**src/rtl/fp_pkg.sv**
```systemverilog
// Shared floating-point definitions: class encodings and a width-generic classifier
// reused by every block that inspects packed FP operands.
package fp_pkg;

   localparam logic [2:0] CLS_NORMAL  = 3'd0;
   localparam logic [2:0] CLS_ZERO    = 3'd1;
   localparam logic [2:0] CLS_SUBNORM = 3'd2;
   localparam logic [2:0] CLS_INF     = 3'd3;
   localparam logic [2:0] CLS_QNAN    = 3'd4;
   localparam logic [2:0] CLS_SNAN    = 3'd5;

   localparam int FP_MAX_W = 64;

   // Fields arrive zero-extended to FP_MAX_W; exp_w/mant_w select the live bits.
   function automatic logic [2:0] classify(input logic [FP_MAX_W-1:0] i_exp,
                                           input logic [FP_MAX_W-1:0] i_mant,
                                           input int                  exp_w,
                                           input int                  mant_w);
      logic [FP_MAX_W-1:0] w_emask;
      logic [FP_MAX_W-1:0] w_mmask;
      logic                w_exp_zero;
      logic                w_exp_ones;
      logic                w_mant_zero;
      logic                w_mant_msb;
      w_emask     = (64'd1 << exp_w) - 64'd1;
      w_mmask     = (64'd1 << mant_w) - 64'd1;
      w_exp_zero  = (i_exp & w_emask) == '0;
      w_exp_ones  = (i_exp & w_emask) == w_emask;
      w_mant_zero = (i_mant & w_mmask) == '0;
      w_mant_msb  = ((i_mant >> (mant_w - 1)) & 64'd1) != '0;
      if (w_exp_zero)
         classify = w_mant_zero ? CLS_ZERO : CLS_SUBNORM;
      else if (w_exp_ones) begin
         if (w_mant_zero)
            classify = CLS_INF;
         else
            classify = w_mant_msb ? CLS_QNAN : CLS_SNAN;
      end else
         classify = CLS_NORMAL;
   endfunction

endpackage

```
**src/rtl/fp_sync_fifo.sv**
```systemverilog
// Synchronous FIFO with first-word-fall-through head and an exact occupancy count.
// A push is accepted while full only when a pop frees the head in the same cycle.
module fp_sync_fifo #(
   parameter int DEPTH = 4,
   parameter int WIDTH = 8
) (
   input  logic                         clk,
   input  logic                         rst_n,
   input  logic                         i_push,
   input  logic                         i_pop,
   input  logic [WIDTH-1:0]             i_wdata,
   output logic [WIDTH-1:0]             o_rdata,
   output logic [$clog2(DEPTH+1)-1:0]   o_level,
   output logic                         o_full,
   output logic                         o_empty
);
   import fp_pkg::*;

   localparam int PTR_W = $clog2(DEPTH);
   localparam int LVL_W = $clog2(DEPTH+1);

   logic [WIDTH-1:0] r_mem [DEPTH];
   logic [PTR_W-1:0] r_wr_ptr;
   logic [PTR_W-1:0] r_rd_ptr;
   logic [LVL_W-1:0] r_level;
   logic             w_push;
   logic             w_pop;

   assign o_full  = (r_level == LVL_W'(DEPTH));
   assign o_empty = (r_level == '0);
   assign w_pop   = i_pop & ~o_empty;
   assign w_push  = i_push & (~o_full | w_pop);
   assign o_rdata = r_mem[r_rd_ptr];
   assign o_level = r_level;

   always_ff @(posedge clk) begin
      if (w_push)
         r_mem[r_wr_ptr] <= i_wdata;
   end

   // DEPTH is a power of two, so pointer overflow is the modulo wrap.
   always_ff @(posedge clk or negedge rst_n) begin
      if (!rst_n) begin
         r_wr_ptr <= '0;
         r_rd_ptr <= '0;
         r_level  <= '0;
      end else begin
         if (w_push)
            r_wr_ptr <= r_wr_ptr + PTR_W'(1);
         if (w_pop)
            r_rd_ptr <= r_rd_ptr + PTR_W'(1);
         case ({w_push, w_pop})
            2'b10:   r_level <= r_level + LVL_W'(1);
            2'b01:   r_level <= r_level - LVL_W'(1);
            default: r_level <= r_level;
         endcase
      end
   end

endmodule

```
**src/rtl/fp_load_queue.sv**
```systemverilog
// Captures packed FP words (edge- or level-triggered), classifies them and queues
// {sign, exp, mant, cls} for the FP datapath over a valid/ready handshake.
module fp_load_queue #(
   parameter int EXP_W  = 5,
   parameter int MANT_W = 10,
   parameter int DEPTH  = 4,
   parameter int MODE   = 0
) (
   input  logic                         clk,
   input  logic                         rst_n,
   input  logic                         enable,
   input  logic [EXP_W+MANT_W:0]        data,
   input  logic                         out_ready,
   output logic                         sign,
   output logic [EXP_W-1:0]             exp,
   output logic [MANT_W-1:0]            mant,
   output logic [2:0]                   cls,
   output logic                         valid,
   output logic [$clog2(DEPTH+1)-1:0]   level,
   output logic                         full,
   output logic                         drop
);
   import fp_pkg::*;

   localparam int ENTRY_W = EXP_W + MANT_W + 4;

   logic               r_prev_en;
   logic               r_drop;
   logic [ENTRY_W-1:0] r_last;
   logic               w_capture;
   logic               w_push;
   logic               w_pop;
   logic               w_empty;
   logic [2:0]         w_cls;
   logic [ENTRY_W-1:0] w_entry;
   logic [ENTRY_W-1:0] w_head;

   assign w_capture = (MODE == 1) ? enable : (enable & ~r_prev_en);
   assign w_cls     = classify(FP_MAX_W'(data[EXP_W+MANT_W-1:MANT_W]),
                               FP_MAX_W'(data[MANT_W-1:0]), EXP_W, MANT_W);
   assign w_entry   = {data, w_cls};
   assign valid     = ~w_empty;
   assign w_pop     = valid & out_ready;
   assign w_push    = w_capture & (~full | w_pop);

   fp_sync_fifo #(
      .DEPTH (DEPTH),
      .WIDTH (ENTRY_W)
   ) u_fifo (
      .clk     (clk),
      .rst_n   (rst_n),
      .i_push  (w_push),
      .i_pop   (w_pop),
      .i_wdata (w_entry),
      .o_rdata (w_head),
      .o_level (level),
      .o_full  (full),
      .o_empty (w_empty)
   );

   // Once drained, the head slot goes stale; r_last keeps the last popped entry visible.
   always_ff @(posedge clk or negedge rst_n) begin
      if (!rst_n) begin
         r_prev_en <= 1'b0;
         r_drop    <= 1'b0;
         r_last    <= '0;
      end else begin
         r_prev_en <= enable;
         r_drop    <= w_capture & full & ~w_pop;
         if (w_pop)
            r_last <= w_head;
      end
   end

   assign drop = r_drop;
   assign {sign, exp, mant, cls} = valid ? w_head : r_last;

endmodule

```
**config.mk**
```make
export PLATFORM = sky130hd
export DESIGN_NAME = fp_load_queue
export DESIGN_NICKNAME = d
export VERILOG_FILES = /design/src/rtl/fp_pkg.sv /design/src/rtl/fp_sync_fifo.sv /design/src/rtl/fp_load_queue.sv
export SDC_FILE = /design/constraint.sdc
export NUM_CORES = 1
export LEC_CHECK = 0
export CORE_MARGIN = 4
export CORE_UTILIZATION = 56
export CTS_CLUSTER_DIAMETER = 120
export DETAILED_ROUTE_END_ITERATION = 10
export GPL_ROUTABILITY_DRIVEN = 0
export GPL_TIMING_DRIVEN = 0
export MAX_ROUTING_LAYER = met4
export PLACE_DENSITY = 0.81
export SYNTH_ARGS = -nofsm -noshare
export SYNTH_HDL_FRONTEND = slang
export SYNTH_SLANG_ARGS = --single-unit
```
**constraint.sdc**
```tcl
create_clock -name clk -period 2.9 [get_ports clk]
set_clock_uncertainty 0.2 [all_clocks]
set_input_delay 0.58 -clock clk [delete_from_list [all_inputs] [get_ports clk]]
set_output_delay 0.58 -clock clk [all_outputs]
set_load 0.01 [all_outputs]
```
# [Word level (Yosys, flattened, before mapping)]
# Memories as Yosys holds them, arrays and structs flattened.
# Index checks and enable logic that the tools add are counted.
[totals] ff_bits=28 mem_bits_rw=76 inputBits=20 output_inout_bits=25 wordCells=41 mem_count=1
[mem_list] name="u_fifo.r_mem" words=4 width=19 rd=1 rd_ports_with_merged_regs=0 write_ports=1 line_no="fp_sync_fifo.sv:22" source="logic [WIDTH-1:0] r_mem [DEPTH];"
[classes] add_sub_neg=4 n_eq_ne=4 n_mux=9 n_bitwise=13 n_reduce_logical=4
[op_table] operator="$logic_not 64->1" n=2
[op_table] operator="$mux 19" n=1
[op_table] operator="$mux 3" n=3
[op_table] operator="$and 1x1->1" n=7
[op_table] operator="$pmux 3 s2" n=1
[op_table] operator="$eq 5x5->1 const B" n=1
[op_table] operator="$add 2x1->2 const B" n=2
[op_table] operator="$not 1->1" n=4
[op_table] operator="$add 3x1->3 const B" n=1
[op_table] operator="$eq 3x3->1 const B" n=1
[op_table] operator="$logic_not 3->1" n=1
[op_table] operator="$mux 1" n=3
[op_table] operator="$sub 3x1->3 const B" n=1
[op_table] operator="$eq 2x1->1 const B" n=1
[op_table] operator="$eq 2x2->1 const B" n=1
[op_table] operator="$mux 2" n=1
[op_table] operator="$or 1x1->1" n=2
[op_table] operator="$reduce_bool 2->1" n=1

# [Longest topological paths before layout]
[logic_depth] word_depth=8 ltp_mapped=10 ltp_nobuf=9

# [Cells and area by module]
# A second synthesis with hierarchy kept.
[unflattened] cells_unflattened=220 hier_area_um2=4321.6
[modules_own_cells] mod="fp_sync_fifo" instances=1 cells_each=138 area_each_um2=3164.3 seq_area_each_um2=2457.4
[modules_own_cells] mod="fp_load_queue" instances=1 cells_each=82 area_each_um2=1157.4 seq_area_each_um2=525.5

# [Least setup slack after synthesis]
# No wires, ideal clock.
[synth_timing] kind="input port to flip-flop" startpoint="input out_ready" endpoint="register u_fifo.r_level[2], in the netlist u_fifo.o_level[2]" setup_ps=79 t_arrival_ps=2398 required_ps=2621 slack_ps=222 cell_stages=10 n_path_buf=1 path_cell_list="or4b_1 -> and3b_1 -> buf_6 -> inv_1 -> ha_1 -> inv_1 -> fa_1 -> xor2_1 -> nor2_1 -> xor2_1"
[synth_via] elab_chain_cells=6 elab_cells_between_ends=10
[synth_lines] item="from (decl)" line_no="fp_load_queue.sv:13" source="input logic out_ready,"
[synth_lines] item="$and 1x1->1 (*)" line_no="fp_load_queue.sv:43" source="assign w_pop = valid & out_ready;"
[synth_lines] item="$or 1x1->1 or $and 1x1->1 (tied branches)" line_no="fp_load_queue.sv:44, fp_sync_fifo.sv:31"
[synth_lines] item="$and 1x1->1 or $or 1x1->1 (tied branches)" line_no="fp_load_queue.sv:44, fp_sync_fifo.sv:32"
[synth_lines] item="$and 1x1->1" line_no="fp_sync_fifo.sv:32" source="assign w_push = i_push & (~o_full | w_pop);"
[synth_lines] item="$eq 2x1->1 or $eq 2x2->1 (tied branches)" line_no="fp_sync_fifo.sv:52" source="case ({w_push, w_pop})"
[synth_lines] item="$pmux 3 s2 or $reduce_bool 2->1 (tied branches)"
[synth_lines] item="to (signal assigned)" line_no="fp_sync_fifo.sv:53" source="2'b10: r_level <= r_level + LVL_W'(1);"
[synth_lines] item="to (signal assigned)" line_no="fp_sync_fifo.sv:54" source="2'b01: r_level <= r_level - LVL_W'(1);"
[synth_lines] item="to (signal assigned)" line_no="fp_sync_fifo.sv:55" source="default: r_level <= r_level;"
[synth_lines] item="to (decl)" line_no="fp_sync_fifo.sv:25" source="logic [LVL_W-1:0] r_level;"
# Mark *: on every way between the ends. The rest lies on a longest branch, timed or not.
# A chain may end at the register's enable or synchronous reset.

# [Worst setup path after layout]
[layout_timing] startpoint="register u_fifo.r_rd_ptr[0]" endpoint="output mant[5]"
[layout_via] elab_chain_cells=2
[layout_lines] item="from (decl)" line_no="fp_sync_fifo.sv:24" source="logic [PTR_W-1:0] r_rd_ptr;"
[layout_lines] item="from (signal assigned)" line_no="fp_sync_fifo.sv:51" source="r_rd_ptr <= r_rd_ptr + PTR_W'(1);"
[layout_lines] item="$mem_v2 4x19"
[layout_lines] item="$mux 19" line_no="fp_load_queue.sv:76" source="assign {sign, exp, mant, cls} = valid ? w_head : r_last;"
[layout_lines] item="to (decl)" line_no="fp_load_queue.sv:16" source="output logic [MANT_W-1:0] mant,"
# Every way passes these cells.

==> impl_summary.log <==
INFO  metric status = finished clean
INFO  metric synth_seq_cells = 104
INFO  metric power_density_normalized_to_cell_area = ~950 nW/um^2
INFO  metric slew-limit-headroom = 30.0%
INFO  metric fp.coreArea = between 7000 and 8000 sq um
INFO  metric floorplan.initialDensity = 57.8%
INFO  metric cp_data_arrival_time = slightly above 2000 ps
INFO  metric fmax = 354 MHz
INFO  metric global_route_wire_length_before_repair = about 12 mm
INFO  metric floorplan.die_area = between 8000 and 9000 sq um
INFO  metric syn_avg_cell_area = approximately 20 sq um
INFO  metric slew_violations = 0
INFO  metric route.vias.total = about 2,100
INFO  metric utilization = 69.5%
INFO  metric vdd_drop_max = between 400 and 500 uV
INFO  metric timing.critical_path.required = between 2000 and 2500 ps
INFO  metric globalRoute.totalOverflow = 0
INFO  metric synthesis.instances = around 210
INFO  metric fp.dieH = ~95 um
INFO  metric synth_warnings = 0
INFO  metric synth_sequential_area_ratio = a little over two thirds
INFO  metric setup_viol = 0
INFO  metric finish.instance_area = a little over 5000 sq um
INFO  metric worstRegToRegCells = 11
INFO  metric top_level_ports = 45
INFO  metric grt_start_max_net_pins = 29
INFO  metric timing.hold.worst.class = in -> async
INFO  metric antennaDiodeCount = 0
INFO  metric synth.net_count = 240
INFO  metric wire_length_per_cell_after_detailed_routing = roughly 19 um
INFO  metric clk_pin_slew_worst_paths = about 90 ps
INFO  metric leakagePower = about 1.9 nW
INFO  metric cp-startpoint = u_fifo.r_rd_ptr[0]
INFO  metric hold_violations = 0
INFO  metric drc = 0
INFO  metric rsz0062_at_grt = true
INFO  metric grt_antenna_before_repair = 0
INFO  metric type_of_the_setup_path_with_the_least_slack = reg -> out
INFO  metric drt_wl_total = between 7 and 8 mm
INFO  metric grt_util_all_layers = 18.3%
INFO  metric timing.rr.start = u_fifo.o_level[0]
INFO  metric drive_above_1_share = about a third
INFO  metric cts_buffer_depth = 2
INFO  metric drt_iter0_drc = a little under 90
INFO  metric nets = 306
INFO  metric tritoncts.num_buffers = 9
INFO  metric synth_cell_type_count = 29
INFO  metric setup.worst_path.start_class = flip-flop
INFO  metric hold-worst-slack = around 62 ps
INFO  metric placed_wire_length_estimate = roughly 4.5 mm
INFO  metric post_syn_area = 4210 sq um
INFO  metric drv.max_cap_violation_count = 0
INFO  metric timing_worst_slew_pin_value = around 1100 ps
INFO  metric worstSkewPairLatency = ~350 ps
INFO  metric first_global_vias = 2,164
INFO  metric io_buffers = 44
INFO  metric cp_max_fo = 9
INFO  metric drt-vias-per-instance = between 5 and 6
INFO  metric cts_num_sinks = 104
INFO  metric placed_instance_area = around 4800 sq um
INFO  metric final_antenna_net_count = 0
INFO  metric clock-root-buffer = sky130_fd_sc_hd__clkbuf_8
INFO  metric drt_pre_antenna_iters = 4
INFO  metric floorplan.rows = 31
INFO  metric clock_tree.htree_level_count = 3
INFO  metric die_width = 94.7 um
INFO  metric number_of_hold_buffers_added_after_cts = 0
INFO  metric layout_min_cycle_time = approximately 2800 ps
INFO  metric tritoncts = built
INFO  metric area_growth_syn_to_layout = 20.3%
INFO  metric crit_path_end_kind = output pin
INFO  metric post-route-period-util = between 90% and 100%
-- synthesized netlist by cell type, drive strengths merged --
library cell | n | area share [%]
ha | 5 | 1.5
nor3b | 1 | 0.18
edfxtp | 76 | 54
or4b | 1 | 0.24
mux4 | 19 | 10
mux2 | 39 | 11
o22ai | 1 | 0.15
nor4 | 2 | 0.30
and2 | 4 | 0.59
o31a | 1 | 0.24
mux2i | 2 | 0.48
nand2 | 2 | 0.18
xnor2 | 3 | 0.62
nor2 | 3 | 0.27
nor2b | 1 | 0.15
nand3 | 2 | 0.24
dfrtp | 28 | 17
or3 | 1 | 0.15
buf | 3 | 0.50
inv | 6 | 0.53
xor2 | 3 | 0.62
fa | 1 | 0.48
and3b | 1 | 0.21
clkbuf | 6 | 0.53
nor3 | 1 | 0.12
and3 | 2 | 0.30
-- final timing paths --
kind	slack, ps	to
max	70	mant[5]
min	60	drop
max reg2reg	200	u_fifo.o_level[2]
min reg2reg	220	drop
max in group asynchronous	1940	u_fifo.r_rd_ptr[0]
min in group clk	220	drop
-- layout make-up --
class	count	area [sq um]
clock buffer	12	135
inverter	6	22.5
tap	99	124
clock inverter	4	22.5
timing repair buffer	56	528
multi-input combinational	95	1170
fill	499	2220
buffer	8	86.3
sequential	104	2980
-- logic make-up (layout without fill, tap and decap cells) --
family,after synthesis,after routing,synth area share [%]
mux,60,60,21.1
compound gates,2,2,0.386
simple gates,21,21,2.91
fa+ha+maj,6,6,1.96
buf+inv,15,86,1.57
flops,104,104,70.8
xor+xnor,6,6,1.25
-- layer usage --
metal,vias to the layer above,global-route usage (%),wire length [um]
met4,0,7.81,137
li1,971,-,-
met5,-,-,0
met3,12,2.79,316
met1,1074,24.2,3100
met2,57,28.6,3720
-- sequential cells by signal, indices dropped and copies added (netlist names) --
signal / count
u_fifo.r_mem: 76
r_prev_en: 1
u_fifo.r_wr_ptr: 2
u_fifo.r_rd_ptr: 2
u_fifo.o_level: 3
r_last: 19
drop: 1
-- placed cells by master (no fill, tap or decap), types with 3 or more instances in the layout --
master                            instances
sky130_fd_sc_hd__edfxtp_1                76
sky130_fd_sc_hd__mux2_2                  37
sky130_fd_sc_hd__dfrtp_1                 27
sky130_fd_sc_hd__clkdlybuf4s50_1         23
sky130_fd_sc_hd__mux4_2                  19
sky130_fd_sc_hd__clkbuf_8                10
sky130_fd_sc_hd__clkdlybuf4s15_1         10
sky130_fd_sc_hd__buf_4                    9
sky130_fd_sc_hd__clkbuf_2                 8
sky130_fd_sc_hd__inv_1                    6
sky130_fd_sc_hd__ha_1                     5
sky130_fd_sc_hd__and2_1                   4
sky130_fd_sc_hd__clkbuf_1                 4
sky130_fd_sc_hd__buf_12                   3
sky130_fd_sc_hd__nor2_1                   3
sky130_fd_sc_hd__xnor2_1                  3
sky130_fd_sc_hd__xor2_1                   3
sky130_fd_sc_hd__clkinv_2                 3
sky130_fd_sc_hd__dlygate4sd2_1            3
-- timing repair --
| item | 4_1_cts | 5_1_grt |
|---|---|---|
| gates resized for setup | 39 | 21 |
| cloned | 0 | 1 |
| endpoints found under the setup margin | 20 | 12 |
| setup buffers | 7 | 4 |
-- where the power goes --
part	switching, mW	internal, mW	total [mW]
Sequential	0.134	1.91	2.05
Clock	0.451	0.310	0.761
Combinational	0.853	1.17	2.02
-- worst max-delay path, cell delays in order (launching register included) --
cell                              delay [ps]
sky130_fd_sc_hd__dfrtp_2                 420
sky130_fd_sc_hd__buf_12                  150
sky130_fd_sc_hd__buf_4                   110
sky130_fd_sc_hd__mux4_2                  500
sky130_fd_sc_hd__mux2_2                  280
sky130_fd_sc_hd__clkdlybuf4s15_1         230
-- metrics by stage --
| step | TNS, ps | setup slack, ps | std cells | power (mW) |
|---|---|---|---|---|
| finish | 0 | 73.0 | 384 | 4.83 |
| global route | -14.0 | -14.0 | 384 | 5.13 |
| CTS | 0 | 1.48 | 380 | 4.75 |
| detailed placement | -8860 | -323 | 357 | 4.00 |
| global placement | -8060 | -305 | 357 | 3.94 |
| floorplan | 0 | 222 | 214 | 3.23 |
No activity file was read; power rests on OpenSTA's default activity.
